===== config.mk =====
export PLATFORM = sky130hd
export DESIGN_NAME = ifm_window_buf
export DESIGN_NICKNAME = d
export VERILOG_FILES = /design/src/rtl/ifm_window_buf.sv
export SDC_FILE = /design/constraint.sdc
export NUM_CORES = 1
export LEC_CHECK = 0
export CAP_MARGIN = 5
export CORE_MARGIN = 4
export CORE_UTILIZATION = 40
export DETAILED_ROUTE_END_ITERATION = 12
export SYNTH_ARGS = -nofsm -noshare
export SYNTH_HDL_FRONTEND = slang
export SYNTH_SLANG_ARGS = --single-unit

===== constraint.sdc =====
create_clock -name clk -period 13.75 [get_ports clk]
set_input_delay 4.125 -clock clk [delete_from_list [all_inputs] [get_ports clk]]
set_output_delay 4.125 -clock clk [all_outputs]
set_load 0.01 [all_outputs]

===== src/rtl/ifm_window_buf.sv =====
// ifm_window_buf: KxK sliding-window generator for a raster-order IFM stream.
//   Takes one signed pixel per beat, row-major over an IMG_W x IMG_H frame.
//   Keeps (K-1) line buffers and emits one KxK window per beat over valid/ready.
// Ports:
//   clk, rst_n      clock, async active-low reset
//   clear           synchronous restart of frame state (counters, out_valid)
//   in_valid/ready  pixel handshake; in_data is a DW-bit signed pixel
//   out_valid/ready window handshake
//   out_win         elem(r,c) at [(r*K+c)*DW +: DW]; r=0 oldest row, c=K-1 newest col
//   out_row/col     image coordinates of the window's bottom-right pixel
//   frame_done      1-cycle pulse after the last pixel of a frame is accepted

// One line buffer: a plain shift register that advances only on accepted beats,
// so q is d delayed by exactly DEPTH accepts. Contents are never reset.
module ifm_line_buf #(
  parameter int DW    = 8,
  parameter int DEPTH = 32
) (
  input  logic          clk,
  input  logic          en,
  input  logic [DW-1:0] d,
  output logic [DW-1:0] q
);
  logic [DEPTH-1:0][DW-1:0] sr;

  always_ff @(posedge clk)
    if (en) sr <= {sr[DEPTH-2:0], d};

  assign q = sr[DEPTH-1];
endmodule

module ifm_window_buf #(
  parameter int DW    = 8,
  parameter int K     = 3,
  parameter int IMG_W = 32,
  parameter int IMG_H = 32
) (
  input  logic                       clk,
  input  logic                       rst_n,
  input  logic                       clear,
  input  logic                       in_valid,
  output logic                       in_ready,
  input  logic [DW-1:0]              in_data,
  output logic                       out_valid,
  input  logic                       out_ready,
  output logic [K*K*DW-1:0]          out_win,
  output logic [$clog2(IMG_H)-1:0]   out_row,
  output logic [$clog2(IMG_W)-1:0]   out_col,
  output logic                       frame_done
);
  localparam int RW = $clog2(IMG_H);
  localparam int CW = $clog2(IMG_W);

  logic [RW-1:0] row_cnt;
  logic [CW-1:0] col_cnt;
  logic          accept, emit, last_col, last_pix;

  // tap[K-1] is the live pixel; tap[j] is the same column (K-1-j) rows earlier
  logic [K-1:0][DW-1:0]         tap;
  logic [K-1:0][K-1:0][DW-1:0]  win, win_nxt;

  // A new window may only enter once the current one is taken (or being taken).
  assign in_ready = ~clear & (~out_valid | out_ready);
  assign accept   = in_valid & in_ready;
  assign last_col = (col_cnt == CW'(IMG_W-1));
  assign last_pix = last_col & (row_cnt == RW'(IMG_H-1));
  // Windows that would straddle a row wrap or predate K-1 full rows are skipped.
  assign emit     = (row_cnt >= RW'(K-1)) & (col_cnt >= CW'(K-1));

  assign tap[K-1] = in_data;

  for (genvar j = 0; j < K-1; j++) begin : g_lb
    ifm_line_buf #(.DW(DW), .DEPTH(IMG_W)) u_lb (
      .clk (clk),
      .en  (accept),
      .d   (tap[j+1]),
      .q   (tap[j])
    );
  end

  // Every row shifts left by one column; the newest column comes from the taps.
  for (genvar r = 0; r < K; r++) begin : g_row
    for (genvar c = 0; c < K; c++) begin : g_col
      if (c < K-1) begin : g_sh
        assign win_nxt[r][c] = win[r][c+1];
      end else begin : g_new
        assign win_nxt[r][c] = tap[r];
      end
    end
  end

  // Working window; its contents across a row wrap are never emitted.
  always_ff @(posedge clk)
    if (accept) win <= win_nxt;

  always_ff @(posedge clk or negedge rst_n) begin
    if (!rst_n) begin
      row_cnt    <= '0;
      col_cnt    <= '0;
      out_valid  <= 1'b0;
      out_win    <= '0;
      out_row    <= '0;
      out_col    <= '0;
      frame_done <= 1'b0;
    end else if (clear) begin
      // Drop any pending window; next accepted pixel is (0,0).
      row_cnt    <= '0;
      col_cnt    <= '0;
      out_valid  <= 1'b0;
      frame_done <= 1'b0;
    end else begin
      frame_done <= accept & last_pix;
      if (accept) begin
        if (last_col) begin
          col_cnt <= '0;
          row_cnt <= last_pix ? '0 : row_cnt + 1'b1;
        end else begin
          col_cnt <= col_cnt + 1'b1;
        end
      end
      // A fresh window overrides the handshake clear so back-to-back windows flow.
      if (accept & emit) begin
        out_valid <= 1'b1;
        out_win   <= win_nxt;
        out_row   <= row_cnt;
        out_col   <= col_cnt;
      end else if (out_ready) begin
        out_valid <= 1'b0;
      end
    end
  end
endmodule

; Word-level counts from Yosys, hierarchy flattened
; Cells that the tools add are included.
; W data, S select, Z words.
[totals]
register_bits = 622
elab_cells = 104
output_inout_bits = 85
inputBits = 13
[op_classes]
addsub = 2
reduce_logical = 5
order_cmp = 2
n_eq_ne = 2
n_mux = 11
bitwise_logic = 9
[op_table]
columns = op, count
row1 = $mux W5, 7
row2 = $add A5 B1 Y5 const B, 2
row3 = $eq A5 B5 Y1 const B, 2
row4 = $ge A5 B2 Y1 const B, 2
row5 = $and A1 B1 Y1, 6
row6 = $mux W1, 4
row7 = $reduce_and A2 Y1, 2
row8 = $reduce_bool A2 Y1, 2
row9 = $reduce_bool A3 Y1, 1
row10 = $not A1 Y1, 2
row11 = $or A1 B1 Y1, 1

; Logic depth before layout (Yosys ltp)
; Gate-level depths: netlist (run 1).
[depth]
word_depth = 7
mapped_depth = 8
mapped_depth_nobuf = 6

; Hierarchy
; Synthesis (run 1) repeated with hierarchy kept, for this count alone.
[unflattened]
cells_unflattened = 827
hier_area_um2 = 21050.2
[modules_own_cells]
columns = mod, seq_area_each_um2, area_each_um2, n_inst, cells_each
row1 = ifm_line_buf, 7687.4, 7747.4, 2, 264
row2 = ifm_window_buf, 3793.6, 5555.3, 1, 299

; Worst setup path after synthesis (run 1)
; Ideal clock, no wire load.
[synth_path]
path_kind = input port to flip-flop
from = input in_valid
to = register frame_done
setup_time_ps = 124
t_arrival_ps = 15627
stages = 4
setup_slack_ps = -2001
path_cell_list = inv_1 > or3_1 > inv_1 > and3_1
[synth_via]
elab_chain_len = 3
[synth_lines]
columns = item, line
row1 = "start, declared", 41  ; input logic in_valid,
row2 = $and A1 B1 Y1, 64  ; assign accept = in_valid & in_ready;
row3 = named net accept, 56  ; logic accept, emit, last_col, last_pix;
row4 = $and A1 B1 Y1, 112  ; frame_done <= accept & last_pix;
row5 = $mux W1, 105  ; end else if (clear) begin
row6 = "end signal, assigned", 112
row7 = "end, declared", 49  ; output logic frame_done
; The timed path passes the listed nets, and every way through them passes these cells.
; A chain may end at the register's enable or synchronous reset.

; Worst setup path in the final report (run 1)
[layout_path]
from = input clear
to = output in_ready
[layout_via]
elab_chain_len = 2
[layout_lines]
columns = item, line
row1 = "start, declared", 40  ; input logic clear,
row2 = $not A1 Y1 (no source line), --
row3 = $and A1 B1 Y1, 63  ; assign in_ready = ~clear & (~out_valid | out_ready);
row4 = "end, declared", 42  ; output logic in_ready,
; Every way passes these cells.

==> results.rst, run 1 <==
.. list-table::
   :header-rows: 1

   * - Metric
     - Value
   * - Outcome
     - completed
   * - Cell types with the largest area share after synthesis
     - sky130_fd_sc_hd__edfxtp_1 (81%), sky130_fd_sc_hd__dfrtp_1 (12%), sky130_fd_sc_hd__mux2_1 (4.0%), sky130_fd_sc_hd__buf_6 (0.40%), sky130_fd_sc_hd__ha_1 (0.38%)
   * - Maximum clock rate
     - 103.1 MHz
   * - Critical Path RT
     - 9.62 ns
   * - DRC errors left
     - 0
   * - Overall routing resource usage
     - 0.09556
   * - Count of cells resized by post-cts repair
     - 0
   * - Start-to-end type of the worst setup path
     - in -> out
   * - Detail Route Antenna Nets
     - 0
   * - Clk Tree Root Cell
     - sky130_fd_sc_hd__clkbuf_16
   * - ANT cells
     - 0
   * - DRT iter0 DRCs
     - 534
   * - Placer Congestion
     - 0.7123
   * - Post-Route WL
     - 25150 um
   * - Number of instances in the placed design
     - 1529
   * - Cells after Synth
     - 779
   * - Sequential area share after synthesis
     - 0.9281
   * - Final global-route overflow total
     - 0
   * - Share of cells above drive strength 1
     - 0.1009
   * - Dpl hpwl
     - 12060 um
   * - Register-to-register setup slack
     - 10.23 ns
   * - Register bit total from synthesis
     - 622
   * - Number of hold-repair buffers added at the cts stage
     - 0
   * - Arrival @ worst endpoint
     - 5.57 ns
   * - LEAKAGE
     - 8.242 nW
   * - Ratio of routed vias to standard cells
     - 4.546
   * - Post-placement worst setup slack
     - 4.043 ns
   * - Register clock-pin slew on the reported worst setup and hold paths
     - 0.06 ns
   * - Routed via count
     - 7442
   * - # port buffers
     - 97
   * - Actual transition at the worst max-transition pin
     - 1.041 ns
   * - TritonCTS Buffers
     - 58
   * - Post-route minimum period
     - 9.697 ns
   * - Slew Limit Fails
     - 0
   * - Number of unique standard cell types used by synthesis
     - 30
   * - TritonRoute pass-1 iters
     - 5
   * - Worst skew pair latency
     - 0.59 ns
   * - Skew final
     - 0.01423 ns
   * - Max-capacitance violation count
     - 0
   * - Fin crit share
     - 0.7052
   * - Startpoint of the most critical setup path
     - clear
   * - FP Rows
     - 80
   * - Area share of the leading cell type in the synthesized netlist
     - 0.8082
   * - Number of warnings printed during yosys synthesis
     - 0
   * - Largest net degree at the start of global routing
     - 190
   * - Area of the die
     - 52650 sq um
   * - Setup TNS
     - 0 ns
   * - Class of the tightest hold or removal check
     - reg -> reg
   * - Hold Crit Start
     - g_lb[1].u_lb.sr[124]$_DFFE_PP_
   * - Effective utilization at floorplan
     - 0.4075
   * - Worst Slack Setup Final
     - 4.053 ns
   * - Most common cell after layout, fill and taps aside
     - sky130_fd_sc_hd__edfxtp_1
   * - Syn Nets
     - 798
   * - Final Hold Fails
     - 0
   * - Area of the mapped netlist
     - 19620 sq um
   * - Final setup violating endpoints
     - 0
   * - VDD IR-drop max
     - 0.1049 mV
   * - Commonest cells after routing, fill and taps aside
     - sky130_fd_sc_hd__edfxtp_1 (528), sky130_fd_sc_hd__clkdlybuf4s50_1 (96), sky130_fd_sc_hd__dfrtp_1 (94)
   * - Number of global-route vias before repair
     - 7560
   * - Max-Slew Margin vs Limit
     - 0.3058
   * - Wire length of the first global-routing pass
     - 41170 um
   * - Die height
     - 229.5 um
   * - Critical-path maximum fanout
     - 14
   * - Drt wl/cell
     - 15.36 um
   * - Post-synth top area cell
     - sky130_fd_sc_hd__edfxtp_1
   * - Post-synthesis average cell area
     - 25.18 sq um
   * - Power per unit of standard cell area
     - 161.6 nW/um^2
   * - Number of top-level pins
     - 98
   * - Core Box Area
     - 48150 sq um
   * - Startpoint kind of the worst setup timing path
     - input pin
   * - Worst R2R Start
     - out_valid$_DFFE_PN0P_
   * - CP Capture Type
     - output pin
   * - Number of antenna violations at the first check in global routing
     - 0
   * - Clock Path Buffers
     - 3
   * - Sink count of the clock tree
     - 622
   * - TritonCTS clock tree
     - built
   * - # Post-CTS Setup Buffers
     - 0
   * - Post-layout instance count excluding filler cells
     - 1637
   * - Unrepaired setup endpoints after global routing
     - no
   * - H-Tree Depth
     - 2
   * - Nets
     - 952
   * - DIE WIDTH
     - 229.5 um
   * - Layout Area Growth over Synthesis
     - 18.79%
==> kinds of logic after synthesis <==
family                     synth area share
and+or+nand+nor                     0.01033
adders and majority gates          0.003827
buffers and inverters              0.005357
muxes                               0.04248
DFF                                  0.9281
xor gates and xnor gates          0.0004465
AOI/OAI and AO/OA                  0.009439
==> registers in the layout, indices dropped and copies added, names as in the netlist <==
name,flops
out_valid,1
g_lb.u_lb.sr,480
col_cnt,5
out_win,72
win,32
out_col,5
out_row,5
g_lb.u_lb.q,16
row_cnt,5
frame_done,1
==> routing by layer <==
| metal | vias up | track usage | wire length [um] |
|---|---|---|---|
| met2 | 151 | 0.1326 | 10810 |
| met4 | 0 | 0.03024 | 558 |
| met3 | 50 | 0.03690 | 1608 |
| met5 | - | 0 | 0 |
| li1 | 3389 | - | - |
| met1 | 3852 | 0.1399 | 12170 |
==> final timing paths <==
| check | end | depth (start not counted) |
|---|---|---|
| max reg2reg | g_lb[1].u_lb.sr[136]$_DFFE_PP_ | 5 |
| min in group asynchronous | out_win[3]$_DFFE_PN0P_ | 1 |
| min reg2reg | g_lb[1].u_lb.sr[132]$_DFFE_PP_ | 0 |
| max in group asynchronous | out_col[3]$_DFFE_PN0P_ | 2 |
| min | g_lb[1].u_lb.sr[132]$_DFFE_PP_ | 0 |
| max | in_ready | 3 |
==> critical path, cell delays in order <==
cell                              delay, ns
sky130_fd_sc_hd__clkdlybuf4s50_1       0.69
sky130_fd_sc_hd__nor2_1                0.20
sky130_fd_sc_hd__clkdlybuf4s50_1       0.55
==> synthesized netlist by cell type <==
| cell type | number |
|---|---|
| sky130_fd_sc_hd__o21ai_0 | 4 |
| sky130_fd_sc_hd__and3_1 | 3 |
| sky130_fd_sc_hd__nor3_1 | 1 |
| sky130_fd_sc_hd__edfxtp_1 | 528 |
| sky130_fd_sc_hd__nor2b_1 | 1 |
| sky130_fd_sc_hd__nand2b_1 | 1 |
| sky130_fd_sc_hd__nand3_1 | 5 |
| sky130_fd_sc_hd__or4b_1 | 1 |
| sky130_fd_sc_hd__buf_6 | 7 |
| sky130_fd_sc_hd__inv_1 | 4 |
| sky130_fd_sc_hd__clkbuf_1 | 1 |
| sky130_fd_sc_hd__buf_4 | 1 |
| sky130_fd_sc_hd__mux2_2 | 4 |
| sky130_fd_sc_hd__xnor2_1 | 1 |
| sky130_fd_sc_hd__or3b_2 | 1 |
| sky130_fd_sc_hd__or2_2 | 1 |
| sky130_fd_sc_hd__or4b_2 | 1 |
| sky130_fd_sc_hd__nor3_2 | 1 |
| sky130_fd_sc_hd__nor2_1 | 6 |
| sky130_fd_sc_hd__and2_1 | 1 |
| sky130_fd_sc_hd__mux2_1 | 70 |
| sky130_fd_sc_hd__or3_1 | 3 |
| sky130_fd_sc_hd__a31oi_1 | 2 |
| sky130_fd_sc_hd__nand2_1 | 9 |
| sky130_fd_sc_hd__a21oi_1 | 11 |
| sky130_fd_sc_hd__ha_1 | 6 |
| sky130_fd_sc_hd__dfrtp_1 | 94 |
| sky130_fd_sc_hd__a2111oi_4 | 1 |
| sky130_fd_sc_hd__or4_1 | 2 |
| sky130_fd_sc_hd__a22o_1 | 8 |
==> layout make-up <==
class | count | area [sq um]
clock inverters | 38 | 392.9
fillers | 3898 | 24840
repair buffers | 103 | 1039
flip-flops and latches | 622 | 18210
inverters | 4 | 18.77
well taps | 656 | 820.8
clock buffers | 70 | 1518
multi-input cells | 144 | 1308
==> metrics by stage <==
stage	util	hold WS [ns]	power (mW)	cell area [sq um]
after floorplan	-	0.4003	2.209	19620
after global placement	0.4443	0.4011	2.214	21390
final	0.4840	0.4130	3.766	23300
after global routing	0.4840	0.4187	3.924	23300
after CTS	0.4840	0.4139	3.830	23300
after detailed placement	0.4443	0.4045	2.217	21390
==> report_power, final <==
group / internal [mW] / switching (mW)
registers: 2.11 / 0.0172
logic: 0.00673 / 0.0384
clock network: 0.935 / 0.654
total: 3.06 / 0.709
No activity file was read; power rests on OpenSTA's default activity.
==> run 2, diff against run 1 <==
- clock period: 13.75 -> 8.4 ns (I/O delays scaled with it)
==> run 2 against run 1 <==
  * Clock-buffer cell count is 1 lower
  * Sequential cell count stayed put
  * Combinational power is 64% higher
  * Non-clock buffer count stayed put
  * Critical path type unchanged
==> results.rst, run 2 (synthesis gave the netlist of run 1 again) <==
.. list-table::
   :header-rows: 1

   * - Metric
     - Value
   * - TritonCTS clock tree
     - built (unchanged)
   * - Crit path buffers/inverters
     - 2 (unchanged)
   * - Final global-route overflow total
     - 0 (unchanged)
   * - Post-placement worst setup slack
     - 1.860 ns (was 4.043 ns)
   * - Unrepaired setup endpoints after global routing
     - no (unchanged)
   * - Sequence of cells on the critical path
     - clkdlybuf4s50_1, nor2_1, clkdlybuf4s50_1 (unchanged)
   * - Number of flip-flops under the largest register name
     - 480 (unchanged)
   * - Fin crit share
     - 0.7790
   * - Core Box Area
     - 48150 sq um (unchanged)
   * - Wire length of the first global-routing pass
     - 41040 um (was 41170 um)
   * - Sink count of the clock tree
     - 622 (unchanged)
   * - Effective utilization at floorplan
     - 0.4075 (unchanged)
   * - Register-to-register setup slack
     - 5.39 ns (was 10.23 ns)
   * - Worst Slack Setup Final
     - 1.856 ns (was 4.053 ns)
   * - FP Rows
     - 80 (unchanged)
   * - Number of hold-repair buffers added at the cts stage
     - 0 (unchanged)
   * - Post-Route WL
     - 25200 um (was 25150 um)
   * - Delay of the slowest cell on the worst path
     - 0.71 ns (was 0.69 ns)
   * - Placer Congestion
     - 0.6908 (was 0.7123)
   * - CP Capture Type
     - output pin (unchanged)
   * - Cell at the slowest stage of the critical path
     - sky130_fd_sc_hd__clkdlybuf4s50_1 (unchanged)
   * - Nets
     - 953 (was 952)
   * - Worst reg2reg endpoint
     - out_win[45]$_DFFE_PN0P_ (was g_lb[1].u_lb.sr[136]$_DFFE_PP_)
   * - TritonRoute pass-1 iters
     - 4 (was 5)
   * - Registers with the highest flip-flop counts
     - g_lb.u_lb.sr x480, out_win x72, win x32 (unchanged)
   * - Number of antenna violations at the first check in global routing
     - 0 (unchanged)
   * - Largest net degree at the start of global routing
     - 194 (was 190)
   * - Dpl hpwl
     - 12290 um (was 12060 um)
   * - DRC errors left
     - 0 (unchanged)
   * - TritonCTS Buffers
     - 59 (was 58)
   * - Cell repeated most along the worst path
     - sky130_fd_sc_hd__clkdlybuf4s50_1 (unchanged)
   * - Die height
     - 229.5 um (unchanged)
   * - Critical Path RT
     - 5.88 ns (was 9.62 ns)
   * - Routed via count
     - 7413 (was 7442)
   * - Fillcell total
     - 3865 (was 3898)
   * - Outcome
     - completed (unchanged)
   * - Area of the die
     - 52650 sq um (unchanged)
   * - H-Tree Depth
     - 2 (unchanged)
   * - Detail Route Antenna Nets
     - 0 (unchanged)
   * - VDD IR-drop max
     - 0.1492 mV (was 0.1049 mV)
   * - Clk Tree Root Cell
     - sky130_fd_sc_hd__clkbuf_16 (unchanged)
   * - Slew Limit Fails
     - 0 (unchanged)
   * - Startpoint of the most critical setup path
     - clear (unchanged)
   * - DIE WIDTH
     - 229.5 um (unchanged)
   * - Share of cells above drive strength 1
     - 0.1178 (was 0.1009)
   * - Skew final
     - 0.01401 ns (was 0.01423 ns)
   * - Arrival @ worst endpoint
     - 4.02 ns (was 5.57 ns)
   * - Crit path capture
     - in_ready (unchanged)
   * - DRT iter0 DRCs
     - 671 (was 534)
   * - Largest Register
     - g_lb.u_lb.sr (unchanged)
   * - Worst skew pair latency
     - 0.60 ns (was 0.59 ns)
   * - LEAKAGE
     - 8.283 nW (was 8.242 nW)
   * - Clock Path Buffers
     - 3 (unchanged)
   * - Max-Slew Margin vs Limit
     - 0.2924 (was 0.3058)
   * - Max-capacitance violation count
     - 0 (unchanged)
   * - Setup TNS
     - 0 ns (unchanged)
   * - Maximum clock rate
     - 152.8 MHz
   * - Ratio of routed vias to standard cells
     - 4.517 (was 4.546)
   * - Worst r2r path cells
     - 7 (was 5)
   * - Count of cells resized by post-cts repair
     - 0 (unchanged)
   * - Actual transition at the worst max-transition pin
     - 1.061 ns (was 1.041 ns)
   * - WP depth
     - 3 (unchanged)
   * - Drt wl/cell
     - 15.35 um (was 15.36 um)
   * - CP top delay family
     - buffers and inverters (unchanged)
   * - ANT cells
     - 0 (unchanged)
   * - # port buffers
     - 97 (unchanged)
   * - Critical-path maximum fanout
     - 14 (unchanged)
   * - Final Hold Fails
     - 0 (unchanged)
   * - Commonest cells after routing, fill and taps aside
     - sky130_fd_sc_hd__edfxtp_1 (528), sky130_fd_sc_hd__clkdlybuf4s50_1 (96), sky130_fd_sc_hd__dfrtp_1 (94) (unchanged)
   * - Combined flip-flop and latch cell area
     - 18210 sq um (unchanged)
   * - Power per unit of standard cell area
     - 265.5 nW/um^2 (was 161.6 nW/um^2)
   * - Worst R2R Start
     - col_cnt[0]$_DFFE_PN0P_ (was out_valid$_DFFE_PN0P_)
   * - Class of the tightest hold or removal check
     - reg -> reg (unchanged)
   * - Number of cells on the worst hold path
     - 0 (unchanged)
   * - Post-route minimum period
     - 6.544 ns
   * - Startpoint kind of the worst setup timing path
     - input pin (unchanged)
   * - Overall routing resource usage
     - 0.09531 (was 0.09556)
   * - Layout Area Growth over Synthesis
     - 19.18% (was 18.79%)
   * - # Post-CTS Setup Buffers
     - 0 (unchanged)
   * - Start-to-end type of the worst setup path
     - in -> out (unchanged)
   * - Register clock-pin slew on the reported worst setup and hold paths
     - 0.06 ns (about the same)
   * - Most common cell after layout, fill and taps aside
     - sky130_fd_sc_hd__edfxtp_1 (unchanged)
   * - Number of global-route vias before repair
     - 7473 (was 7560)
   * - Final setup violating endpoints
     - 0 (unchanged)
   * - Number of top-level pins
     - 98 (unchanged)
   * - Combined area of the multi-input logic cells
     - 1320 sq um (was 1308 sq um)
-- run 2: report_power, final --
group	internal (mW)	switching, mW
clock	1.55	1.10
sequential	3.46	0.0280
combinational	0.0112	0.0629
-- run 2: through the flow --
stage / hold WS (ns) / utilization / area [sq um] / std cells / power (mW)
floorplan: 0.4003 / - / 19630 / 779 / 3.617
detailed placement: 0.4045 / 0.4446 / 21410 / 1529 / 3.631
global route: 0.4150 / 0.4856 / 23380 / 1641 / 6.475
finish: 0.4064 / 0.4856 / 23380 / 1641 / 6.209
global placement: 0.4030 / 0.4446 / 21410 / 1529 / 3.625
CTS: 0.4152 / 0.4856 / 23380 / 1641 / 6.320
-- run 2: worst min path at each step --
stage | start | to | slack (ns)
after floorplan | g_lb[0].u_lb.sr[240]$_DFFE_PP_ | g_lb[0].u_lb.q[0]$_DFFE_PP_ | 0.40
after global placement | g_lb[0].u_lb.sr[246]$_DFFE_PP_ | g_lb[0].u_lb.q[6]$_DFFE_PP_ | 0.40
after CTS | g_lb[1].u_lb.sr[184]$_DFFE_PP_ | g_lb[1].u_lb.sr[192]$_DFFE_PP_ | 0.42
after global routing | g_lb[0].u_lb.sr[166]$_DFFE_PP_ | g_lb[0].u_lb.sr[174]$_DFFE_PP_ | 0.41
final | g_lb[1].u_lb.sr[184]$_DFFE_PP_ | g_lb[1].u_lb.sr[192]$_DFFE_PP_ | 0.41
after detailed placement | g_lb[0].u_lb.sr[241]$_DFFE_PP_ | g_lb[0].u_lb.q[1]$_DFFE_PP_ | 0.40
-- run 2: area by class of cell --
class                      count  area share
inverter                       4   0.0008027
tap                          656     0.03511
clock inverter                43     0.01755
sequential                   622      0.7788
timing repair buffer         103     0.04442
clock buffer                  69     0.06690
multi-input combinational    144     0.05646
-- run 2: metal layers --
layer	vias to the layer above	GRT usage	part of all wire
met4	0	0.03994	0.027
met3	53	0.03243	0.065
met5	-	0	0
met1	3820	0.1399	0.49
li1	3391	-	-
met2	149	0.1302	0.42
==> run 3, diff against run 2 <==
- clock period: 8.4 -> 5.75 ns (I/O delays scaled with it)
==> run 3 against run 2 <==
  * Global-route usage is 0.15 points higher
  * Clock skew is 0.0032 ns lower
  * Worst setup slack worse by 1.0 ns
  * Critical path type unchanged
  * Critical endpoint unchanged
  * Largest cell class unchanged
  * Largest power group unchanged
==> results.rst, run 3 (synthesis gave the netlist of run 1 again) <==
.. list-table::
   :header-rows: 1

   * - Metric
     - Value
   * - Dpl hpwl
     - 12900 um (was 12290 um)
   * - Start-to-end type of the worst setup path
     - in -> out (unchanged)
   * - Cell repeated most along the worst path
     - sky130_fd_sc_hd__clkdlybuf4s50_1 (unchanged)
   * - Sink count of the clock tree
     - 622 (unchanged)
   * - Commonest cells after routing, fill and taps aside
     - sky130_fd_sc_hd__edfxtp_1 (528), sky130_fd_sc_hd__clkdlybuf4s50_1 (96), sky130_fd_sc_hd__dfrtp_1 (94) (unchanged)
   * - Overall routing resource usage
     - 0.09680 (was 0.09531)
   * - DRC errors left
     - 0 (unchanged)
   * - FP Rows
     - 80 (unchanged)
   * - Arrival @ worst endpoint
     - 3.17 ns (was 4.02 ns)
   * - Delay of the slowest cell on the worst path
     - 0.69 ns (was 0.71 ns)
   * - Post-Route WL
     - 25540 um (was 25200 um)
   * - Layout Area Growth over Synthesis
     - 19.92% (was 19.18%)
   * - Number of cells on the worst hold path
     - 0 (unchanged)
   * - Outcome
     - completed (unchanged)
   * - M1 WL
     - 12290 um (was 12220 um)
   * - Setup TNS
     - 0 ns (unchanged)
   * - Nets
     - 961 (was 953)
   * - Registers with the highest flip-flop counts
     - g_lb.u_lb.sr x480, out_win x72, win x32 (unchanged)
   * - ANT cells
     - 0 (unchanged)
   * - # Post-CTS Setup Buffers
     - 0 (unchanged)
   * - Sequence of cells on the critical path
     - clkdlybuf4s50_1, nor2_1, clkdlybuf4s50_1 (unchanged)
   * - Max-Slew Margin vs Limit
     - 0.5642 (was 0.2924)
   * - Power per unit of standard cell area
     - 388.4 nW/um^2 (was 265.5 nW/um^2)
   * - Number of global-route vias before repair
     - 7609 (was 7473)
   * - Class of the tightest hold or removal check
     - reg -> reg (unchanged)
   * - Share of cells above drive strength 1
     - 0.1210 (was 0.1178)
   * - Maximum clock rate
     - 204.2 MHz
   * - Actual transition at the worst max-transition pin
     - 0.6537 ns (was 1.061 ns)
   * - Startpoint kind of the worst setup timing path
     - input pin (unchanged)
   * - Final setup violating endpoints
     - 0 (unchanged)
   * - Number of hold-repair buffers added at the cts stage
     - 0 (unchanged)
   * - TritonCTS clock tree
     - built (unchanged)
   * - Fin crit share
     - 0.8516
   * - Uppermost layer routed
     - met4 (unchanged)
   * - Critical-path maximum fanout
     - 14 (unchanged)
   * - Area of the die
     - 52650 sq um (unchanged)
   * - Number of flip-flops under the largest register name
     - 480 (unchanged)
   * - H-Tree Depth
     - 2 (unchanged)
   * - # port buffers
     - 97 (unchanged)
   * - Slew Limit Fails
     - 0 (unchanged)
   * - Number of antenna violations at the first check in global routing
     - 0 (unchanged)
   * - Die height
     - 229.5 um (unchanged)
   * - Clk Tree Root Cell
     - sky130_fd_sc_hd__clkbuf_16 (unchanged)
   * - Wire length of the first global-routing pass
     - 41470 um (was 41040 um)
   * - Final Hold Fails
     - 0 (unchanged)
   * - Core Box Area
     - 48150 sq um (unchanged)
   * - Detail Route Antenna Nets
     - 0 (unchanged)
   * - Number of top-level pins
     - 98 (unchanged)
   * - Placer Congestion
     - 0.7076 (was 0.6908)
   * - TritonRoute pass-1 iters
     - 6 (was 4)
   * - Drt wl/cell
     - 15.50 um (was 15.35 um)
   * - LEAKAGE
     - 8.348 nW (was 8.283 nW)
   * - VDD IR-drop max
     - 0.2041 mV (was 0.1492 mV)
   * - Met2 wire length
     - 10980 um (was 10640 um)
   * - DRT iter0 DRCs
     - 541 (was 671)
   * - Post-layout util
     - 0.4886 (was 0.4856)
   * - Effective utilization at floorplan
     - 0.4075 (unchanged)
   * - CP Capture Type
     - output pin (unchanged)
   * - TritonCTS Buffers
     - 59 (unchanged)
   * - Unrepaired setup endpoints after global routing
     - no (unchanged)
   * - Final global-route overflow total
     - 0 (unchanged)
   * - Overall power consumption
     - 9.137 mW (was 6.209 mW)
   * - Post-route minimum period
     - 4.897 ns
   * - Skew final
     - 0.01081 ns (was 0.01401 ns)
   * - Ratio of routed vias to standard cells
     - 4.551 (was 4.517)
   * - Largest net degree at the start of global routing
     - 129 (was 194)
   * - Clock Path Buffers
     - 3 (unchanged)
   * - Worst skew pair latency
     - 0.59 ns (was 0.60 ns)
   * - Largest Register
     - g_lb.u_lb.sr (unchanged)
   * - Fillcell total
     - 3881 (was 3865)
   * - Most common cell after layout, fill and taps aside
     - sky130_fd_sc_hd__edfxtp_1 (unchanged)
   * - Sum of met3 wire segment lengths after detailed routing
     - 1474 um (was 1638 um)
   * - Cell at the slowest stage of the critical path
     - sky130_fd_sc_hd__clkdlybuf4s50_1 (unchanged)
   * - Worst r2r path cells
     - 7 (unchanged)
   * - Max-capacitance violation count
     - 0 (unchanged)
   * - Routed via count
     - 7500 (was 7413)
   * - DIE WIDTH
     - 229.5 um (unchanged)
   * - Register clock-pin slew on the reported worst setup and hold paths
     - 0.06 ns (about the same)
   * - Critical Path RT
     - 4.03 ns (was 5.88 ns)
   * - Count of cells resized by post-cts repair
     - 0 (unchanged)
## run 3: changes by cell type in the layout (fill, tap and decap cells not counted), sizes merged
cell,before,now
inv,7,5
clkinvlp,6,5
clkbuf,69,81
buf,7,15
clkinv,27,17
## run 3: final cells by class
type,instances,area [sq um],share of cell area
flip-flops and latches,622,18210,0.7740
clock buffers,81,1672,0.07106
multi-input cells,144,1320,0.05611
repair buffers,111,1149,0.04882
well taps,656,820.8,0.03489
clock inverters,30,337.8,0.01436
inverters,4,18.77,0.0007978
## run 3: critical path, delay by kind of cell
kind	cells	cell delay, ns
and+or+nand+nor	1	0.21
buffers and inverters	2	1.24
## run 3: path summary, 6_finish.rpt
check | slack, ns | startpoint | endpoint
worst max-delay path | 0.85 | clear | in_ready
worst min-delay path | 0.41 | g_lb[0].u_lb.sr[115]$_DFFE_PP_ | g_lb[0].u_lb.sr[123]$_DFFE_PP_
worst max register to register | 3.02 | col_cnt[0]$_DFFE_PN0P_ | out_win[60]$_DFFE_PN0P_
worst min register to register | 0.41 | g_lb[0].u_lb.sr[115]$_DFFE_PP_ | g_lb[0].u_lb.sr[123]$_DFFE_PP_
max in group asynchronous | 3.85 | rst_n | row_cnt[3]$_DFFE_PN0P_
min in group asynchronous | 0.99 | rst_n | out_win[18]$_DFFE_PN0P_
## run 3: metal layers
metal  GRT usage  up-vias
li1            -     3402
met1      0.1395     3870
met2      0.1350      165
met3     0.03106       63
met4     0.04393        0
met5           0        -
## run 3: power by group
group          switching [mW]  internal (mW)
clock                    1.58           2.35
sequential             0.0414           5.05
combinational          0.0931         0.0231
total                    1.71           7.43
## run 3: per-stage QoR
step / hold slack (ns) / std cells / worst slack, ns / area (sq um)
floorplan: 0.4003 / 779 / -4.611 / 19630
global placement: 0.4013 / 1537 / 0.8216 / 21520
detailed placement: 0.4045 / 1537 / 0.8507 / 21520
CTS: 0.4159 / 1648 / 0.8496 / 23530
global route: 0.4218 / 1648 / 0.7454 / 23530
finish: 0.4104 / 1648 / 0.8532 / 23530
